**src/rtl/uart_tx_engine.sv**
```systemverilog
// UART transmit engine: pulls bytes from a TX FIFO and serialises them as
// start / 8 data (LSB first) / optional parity / 1-2 stop bits.
module uart_tx_engine (
  input  logic        clk,
  input  logic        reset,
  input  logic        cfg_en,
  input  logic        cfg_parity_en,
  input  logic        cfg_parity_odd,
  input  logic        cfg_two_stop,
  input  logic [15:0] clk_div,
  input  logic        fifo_empty,
  output logic        fifo_ren,
  input  logic [7:0]  fifo_rdata,
  output logic        uart_tx,
  output logic        busy,
  output logic        tx_done
);

  typedef enum logic [2:0] {IDLE, LOAD, START, DATA, PARITY, STOP} state_e;

  state_e      state_q, state_d;
  logic [15:0] cnt_q, cnt_d;
  logic [15:0] div_q, div_d;
  logic [7:0]  shift_q, shift_d;
  logic [2:0]  idx_q, idx_d;
  logic        stop_idx_q, stop_idx_d;
  logic        par_en_q, par_en_d;
  logic        par_bit_q, par_bit_d;
  logic        two_stop_q, two_stop_d;
  logic        armed_q;
  logic        tx_q, tx_d;
  logic        ren_q, busy_q, done_q, done_d;
  logic        bit_end;

  assign bit_end = (cnt_q == div_q - 16'd1);

  always_comb begin
    state_d    = state_q;
    cnt_d      = cnt_q;
    div_d      = div_q;
    shift_d    = shift_q;
    idx_d      = idx_q;
    stop_idx_d = stop_idx_q;
    par_en_d   = par_en_q;
    par_bit_d  = par_bit_q;
    two_stop_d = two_stop_q;
    tx_d       = 1'b1;
    done_d     = 1'b0;

    case (state_q)
      IDLE: begin
        // armed_q holds off the first LOAD until one edge after reset release
        if (cfg_en && !fifo_empty && armed_q) state_d = LOAD;
      end
      LOAD: begin
        state_d    = START;
        shift_d    = fifo_rdata;
        div_d      = (clk_div < 16'd16) ? 16'd16 : clk_div;
        par_en_d   = cfg_parity_en;
        par_bit_d  = (^fifo_rdata) ^ cfg_parity_odd;
        two_stop_d = cfg_two_stop;
        cnt_d      = 16'd0;
        idx_d      = 3'd0;
        stop_idx_d = 1'b0;
      end
      START: begin
        if (bit_end) begin
          cnt_d   = 16'd0;
          state_d = DATA;
        end else begin
          cnt_d = cnt_q + 16'd1;
        end
      end
      DATA: begin
        if (bit_end) begin
          cnt_d   = 16'd0;
          shift_d = {1'b0, shift_q[7:1]};
          if (idx_q == 3'd7) begin
            state_d = par_en_q ? PARITY : STOP;
          end else begin
            idx_d = idx_q + 3'd1;
          end
        end else begin
          cnt_d = cnt_q + 16'd1;
        end
      end
      PARITY: begin
        if (bit_end) begin
          cnt_d   = 16'd0;
          state_d = STOP;
        end else begin
          cnt_d = cnt_q + 16'd1;
        end
      end
      STOP: begin
        if (bit_end) begin
          cnt_d = 16'd0;
          if (stop_idx_q == two_stop_q) begin
            state_d = IDLE;
          end else begin
            stop_idx_d = 1'b1;
          end
        end else begin
          cnt_d = cnt_q + 16'd1;
        end
      end
      default: state_d = IDLE;
    endcase

    // Outputs are decoded from the next state so the registered pins line up with it
    case (state_d)
      START:   tx_d = 1'b0;
      DATA:    tx_d = shift_d[0];
      PARITY:  tx_d = par_bit_q;
      default: tx_d = 1'b1;
    endcase
    done_d = (state_d == STOP) && (stop_idx_d == two_stop_q) && (cnt_d == div_q - 16'd1);
  end

  always_ff @(posedge clk or posedge reset) begin
    if (reset) begin
      state_q    <= IDLE;
      cnt_q      <= 16'd0;
      div_q      <= 16'd0;
      shift_q    <= 8'd0;
      idx_q      <= 3'd0;
      stop_idx_q <= 1'b0;
      par_en_q   <= 1'b0;
      par_bit_q  <= 1'b0;
      two_stop_q <= 1'b0;
      armed_q    <= 1'b0;
      tx_q       <= 1'b1;
      ren_q      <= 1'b0;
      busy_q     <= 1'b0;
      done_q     <= 1'b0;
    end else begin
      state_q    <= state_d;
      cnt_q      <= cnt_d;
      div_q      <= div_d;
      shift_q    <= shift_d;
      idx_q      <= idx_d;
      stop_idx_q <= stop_idx_d;
      par_en_q   <= par_en_d;
      par_bit_q  <= par_bit_d;
      two_stop_q <= two_stop_d;
      armed_q    <= 1'b1;
      tx_q       <= tx_d;
      ren_q      <= (state_d == LOAD);
      busy_q     <= (state_d != IDLE);
      done_q     <= done_d;
    end
  end

  assign uart_tx  = tx_q;
  assign fifo_ren = ren_q;
  assign busy     = busy_q;
  assign tx_done  = done_q;

endmodule

```
**config.mk**
```make
export PLATFORM = sky130hd
export DESIGN_NAME = uart_tx_engine
export DESIGN_NICKNAME = d
export VERILOG_FILES = /design/src/rtl/uart_tx_engine.sv
export SDC_FILE = /design/constraint.sdc
export NUM_CORES = 1
export LEC_CHECK = 0
export BUFFER_PORTS_ARGS = -buffer_cell sky130_fd_sc_hd__buf_2
export CAP_MARGIN = 20
export CORE_UTILIZATION = 55
export DETAILED_ROUTE_END_ITERATION = 6
export GPL_ROUTABILITY_DRIVEN = 0
export PLACE_DENSITY = 0.74
export SYNTH_ARGS = -nofsm -noshare
export SYNTH_HDL_FRONTEND = slang
export SYNTH_SLANG_ARGS = --single-unit
```
**constraint.sdc**
```tcl
create_clock -name clk -period 3.89 [get_ports clk]
set_input_delay 0.1945 -clock clk [delete_from_list [all_inputs] [get_ports clk]]
set_output_delay 0.1945 -clock clk [all_outputs]
set_load 0.02 [all_outputs]
```
Word-level counts from Yosys, hierarchy flattened --
Cells that the tools add are included.
Operators by class: muxes and demuxes 21, bitwise operators 1, reduce and logical (&&, ||, !) cells 12, order comparisons 1, add/subtract/negate cells 3, eq/ne operators 17
Operators by type and width (count):
- == test 16 bit | 2
- 2-to-1 mux 16 bit | 2
- one-hot mux 16 bit (2 select lines) | 1
- 2-to-1 mux 3 bit | 9
- one-hot mux 3 bit (6 select lines) | 1
- adder 16 x 1 -> 16 bit, second input constant | 1
- less-than comparator 16 x 5 -> 1 bit, second input constant | 1
- one-hot mux 8 bit (2 select lines) | 1
- subtractor 16 x 1 -> 16 bit, second input constant | 1
- == test 3 bit, second input constant | 5
- == test 3 x 2 -> 1 bit, second input constant | 4
- 2-to-1 mux 8 bit | 1
- XOR reduction 8 bit | 1
- == test 3 x 1 -> 1 bit, second input constant | 2
- one-hot mux 3 bit (2 select lines) | 1
- logical AND 1 bit | 4
- inequality test 2 bit, second input constant | 2
- OR reduction 4 bit | 1
- adder 3 x 1 -> 3 bit, second input constant | 1
- logical NOT 3 bit | 1
- 2-to-1 mux 1 bit | 3
- one-hot mux 1 bit (3 select lines) | 1
- AND reduction 3 bit | 1
- nonzero test 3 bit | 1
- other kinds (6) | 7
Storage, ports and cells: bits in registers 55, bits of input ports 31, output and inout port bits 4, word-level logic and storage cells 70

Longest topological paths before layout --
word-level depth 8, depth in mapped cells 15, mapped depth without buffers 12

Least setup slack after synthesis --
OpenSTA, ideal clock, no wires.
path type register -> register, start register div_q[0], end register done_q, in the netlist tx_done, arrival 3.413 ns, stages on the path, launching flop included 13, clock period less this slack 3.534 ns, buffers on the path 0, data required time 3.769 ns, setup slack 0.356 ns, path through dfrtp_1 -> inv_1 -> ha_1 -> or4b_4 -> nor4b_1 -> xnor3_1 -> o2111ai_1 -> nor4_4 -> nand2_2 -> o311a_4 -> a211oi_2 -> nor4b_1 -> and4b_1
Between the ends: cells in the longest elaborated chain, start to end 7, elaborated cells between the ends (all ways) 16, those cells by class add/sub (1); eq/ne (4); mux (9); reduce/logical (2)
RTL lines:
- start: declaration | line 23 | logic [15:0] div_q, div_d;
- start signal: assignment | line 139 | div_q <= div_d;
- subtractor 16 x 1 -> 16 bit * | line 35, 117
- == test 16 bit | line 35 | assign bit_end = (cnt_q == div_q - 16'd1);
- 2-to-1 mux 3 bit, or another cell as far along | line 96 | if (bit_end) begin
- one-hot mux 3 bit (6 select lines) or one-hot mux 1 bit (2 select lines) (tied branches) | line 50 | case (state_q)
- == test 3 bit or == test 1 bit (tied branches) | line 117 | done_d = (state_d == STOP) && (stop_idx_d == two_stop_q) && (cnt_d == div_q - 16'd1);
- logical AND 1 bit | line 117
- logical AND 1 bit * | line 117
- via done_d | line 32 | logic ren_q, busy_q, done_q, done_d;
- end signal: assignment | line 150 | done_q <= done_d;
- end: declaration | line 32
The timed path passes the listed nets; every way through them passes the cells marked *. A chain may end at the register's enable or synchronous reset.

Worst setup path in the final report --
Same ends and word-level chain as after synthesis.

==> results.json <==
{
  "async_flop_share_pct": 100,
  "cp-end-kind": "flop",
  "post-route-drc-count": 3,
  "ant_nets": 0,
  "clock_path_buffers": 2,
  "drtIter0Drc": 673,
  "finalMaxSlewViolations": 0,
  "setup_viol": 0,
  "seq_area_frac_synth_pct": 32.7,
  "synth_cell_types": 85,
  "slowest_delay_ps": 550,
  "ys.warnings.count": 0,
  "drv_cap": 0,
  "track_usage_pct": 30.9,
  "die_w_um": 89.5,
  "ir_drop_mv": 0.368,
  "grt_overflow": 0,
  "setup_tns_ps": 0,
  "netlist_area_mm2": 0.00421,
  "vias": 3984,
  "grt_pass1_wl_um": 18500,
  "cts_buffers": 5,
  "syn_area_per_cell_um2": 8.54,
  "core.rowCount": 31,
  "clk_latency_ps": 320,
  "routed_wl_um": 11400,
  "synth-seq-cells": 55,
  "holdCritPathClass": "in -> async",
  "port_buffers": 34,
  "status": "finished with violations",
  "power_density_mw_per_mm2": 623,
  "die_y_um": 89.5,
  "cts_tree": "yes",
  "area_growth_pct": 9.54,
  "worst_slack_ps": 184,
  "postSynthCellCount": 493,
  "synth.mux.area_fraction_pct": 1.01,
  "coreArea_mm2": 0.00733,
  "synth_xor_area_share_pct": 12.9,
  "worst-setup-path-type": "reg -> reg",
  "clock-sinks": 55,
  "cp.required_ps": 4110,
  "fin_nets": 562,
  "synth-simple-area-share_pct": 25.1,
  "cp_slowest_cell": "or4b_4",
  "multi_input_area_mm2": 0.00255,
  "utilization_pct": 62.9,
  "relSlewSlack_pct": 44.7,
  "grt_antenna_before_repair": 0,
  "min_period_ps": 3710,
  "synth-compound-area-share_pct": 19.6,
  "syn_nets": 529,
  "dieArea_mm2": 0.00801,
  "cts_root_buf": "clkbuf_8",
  "synth_top_family_by_area": "simple AND/OR/NAND/NOR gates",
  "htree_levels": 2,
  "synth-edff-count": 0,
  "tightest_slew_ps": 826,
  "fmax_ghz": 0.270,
  "period_share_pct": 95.3,
  "post-dp-hpwl_um": 8750,
  "design_area_mm2": 0.00461,
  "regArea_mm2": 0.00138,
  "totalPowerFinal_uw": 2870,
  "crit_path_start_kind": "flop",
  "drtPass1Iterations": 7,
  "wl_per_cell_um": 18.2,
  "fillCellCount": 616,
  "ioPinCount": 35,
  "grt_pass1_vias": 3591,
  "drive_gt1_share_pct": 19.4,
  "start_util_pct": 57.4,
  "p_leak_uw": 0.00203,
  "place_area_mm2": 0.00448,
  "diodes": 0,
  "fin_skew_ps": 2.46,
  "synthAdderAreaFrac_pct": 1.49,
  "place_ws_ps": 163,
  "r2r_cells": 13,
  "hold_viol_final": 0,
  "ys.flop_type": "dfrtp_1",
  "path_cells": "inv_1 -> ha_1 -> or4b_4 -> nor3_4 -> xnor2_1 -> a221o_1 -> nor4_4 -> buf_4 -> nand2_2 -> o311a_4 -> a211oi_2 -> nor4b_1 -> and4b_1",
  "clkTransAtPathRegs_ps": 110,
  "violations": "DRC",
  "avgViaCountPerCell": 6.36,
  "critPathMaxFanout": 9,
  "cp.arrival_ps": 3920,
  "grt_max_degree": 56
}
[metal layers]
layer	share of wire [%]	global-route usage, %
met1	42	43.1
met2	46	47.3
met3	8.8	5.08
met4	3.6	13.7
met5	0	0
[final timing paths]
kind	to	start	slack, ps
worst min register to register	idx_q[1]$_DFFE_PP0P_	idx_q[1]$_DFFE_PP0P_	500
max in group asynchronous	cnt_q[3]$_DFF_PP0_	reset	3400
worst max-delay path	tx_done$_DFF_PP0_	div_q[0]$_DFFE_PP0P_	180
min in group clk	fifo_ren$_DFF_PP0_	fifo_empty	50
worst min-delay path	shift_q[7]$_DFFE_PP0P_	reset	50
worst max register to register	tx_done$_DFF_PP0_	div_q[0]$_DFFE_PP0P_	180
[cells in the final DEF (no fill, tap or decap), types with 3 or more instances in the layout]
| master | instances |
|---|---|
| a21oi_1 | 23 |
| a221oi_1 | 5 |
| a222oi_1 | 7 |
| a31oi_1 | 5 |
| and3_1 | 7 |
| buf_2 | 34 |
| buf_4 | 27 |
| clkbuf_8 | 5 |
| dfrtp_1 | 54 |
| ha_1 | 5 |
| inv_1 | 22 |
| nand2_1 | 70 |
| nand2b_1 | 5 |
| nand3_1 | 10 |
| nand3b_1 | 3 |
| nand4_1 | 10 |
| nor2_1 | 32 |
| nor3_1 | 15 |
| nor4_1 | 8 |
| nor4b_1 | 3 |
| o2111ai_1 | 3 |
| o211ai_1 | 4 |
| o21ai_0 | 27 |
| o22ai_1 | 4 |
| o31ai_1 | 5 |
| or2_2 | 3 |
| xnor2_1 | 36 |
| xor2_1 | 17 |
[area by class of cell]
| class | count | share of cell area [%] |
|---|---|---|
| Tap cell | 99 | 2.69 |
| Inverter | 23 | 1.87 |
| Clock inverter | 3 | 0.597 |
| Sequential cell | 55 | 29.9 |
| Timing Repair Buffer | 61 | 8.08 |
| Clock buffer | 5 | 1.49 |
| Multi-Input combinational cell | 380 | 55.4 |
[power breakdown]
part | switching (uW) | leakage (uW) | internal (uW)
clock network | 211 | 0.0000467 | 134
logic | 855 | 0.00130 | 682
registers | 241 | 0.000688 | 749
total | 1310 | 0.00203 | 1560
[synth_stat cells (3+ instances only)]
master | number | area (um2)
a21oi_1 | 23 | 115
a221oi_1 | 5 | 43.8
a222oi_1 | 7 | 70.1
a31oi_1 | 5 | 31.3
and3_1 | 7 | 43.8
buf_4 | 4 | 30.0
buf_6 | 5 | 56.3
clkbuf_1 | 22 | 82.6
clkbuf_8 | 3 | 41.3
dfrtp_1 | 54 | 1350
ha_1 | 5 | 62.6
inv_1 | 23 | 86.3
nand2_1 | 70 | 263
nand2b_1 | 5 | 31.3
nand3_1 | 10 | 50.1
nand3b_1 | 3 | 22.5
nand4_1 | 10 | 62.6
nor2_1 | 32 | 120
nor3_1 | 15 | 75.1
nor4_1 | 8 | 50.1
nor4b_1 | 3 | 26.3
o2111ai_1 | 3 | 26.3
o211ai_1 | 4 | 30.0
o21ai_0 | 27 | 135
o22ai_1 | 4 | 25.0
o31ai_1 | 5 | 37.5
or2_2 | 3 | 18.8
xnor2_1 | 36 | 315
xor2_1 | 18 | 158
[metrics by stage]
step	hold slack, ps	cells
floorplan	285	493
global placement	386	616
detailed placement	389	616
CTS	45.3	624
global route	50.7	626
finish	49.5	626
[registers in the layout, summed over array words and instances, names as in the netlist]
| signal | cells |
|---|---|
| cnt_q | 16 |
| div_q | 16 |
| shift_q | 8 |
| idx_q | 3 |
| state_q | 3 |
| armed_q | 1 |
| busy | 1 |
| fifo_ren | 1 |
| par_bit_q | 1 |
| par_en_q | 1 |
| stop_idx_q | 1 |
| two_stop_q | 1 |
| tx_done | 1 |
| uart_tx | 1 |
[worst max-delay path, delay by kind of cell (launching register included)]
family | cells | cell delay (ps)
AO/OA/AOI/OAI | 3 | 1070
flip-flops | 1 | 390
adder cells (fa/ha/maj) | 1 | 220
XOR/XNOR | 1 | 190
buffers and inverters | 2 | 300
AND/OR/NAND/NOR | 6 | 1450
[kinds of logic after synthesis]
| logic type | Yosys count |
|---|---|
| flops | 55 |
| xor+xnor | 57 |
| compound gates | 116 |
| fa+ha+maj | 5 |
| mux | 4 |
| simple gates | 197 |
| other cells | 1 |
| buf+inv | 58 |
[what timing repair did]
item                       in CTS  in global routing
hold buffers                    0                  0
resized for setup               0                  4
setup buffers                   0                  2
setup endpoints to repair       0                  2
(Power assumes the default switching activity.)
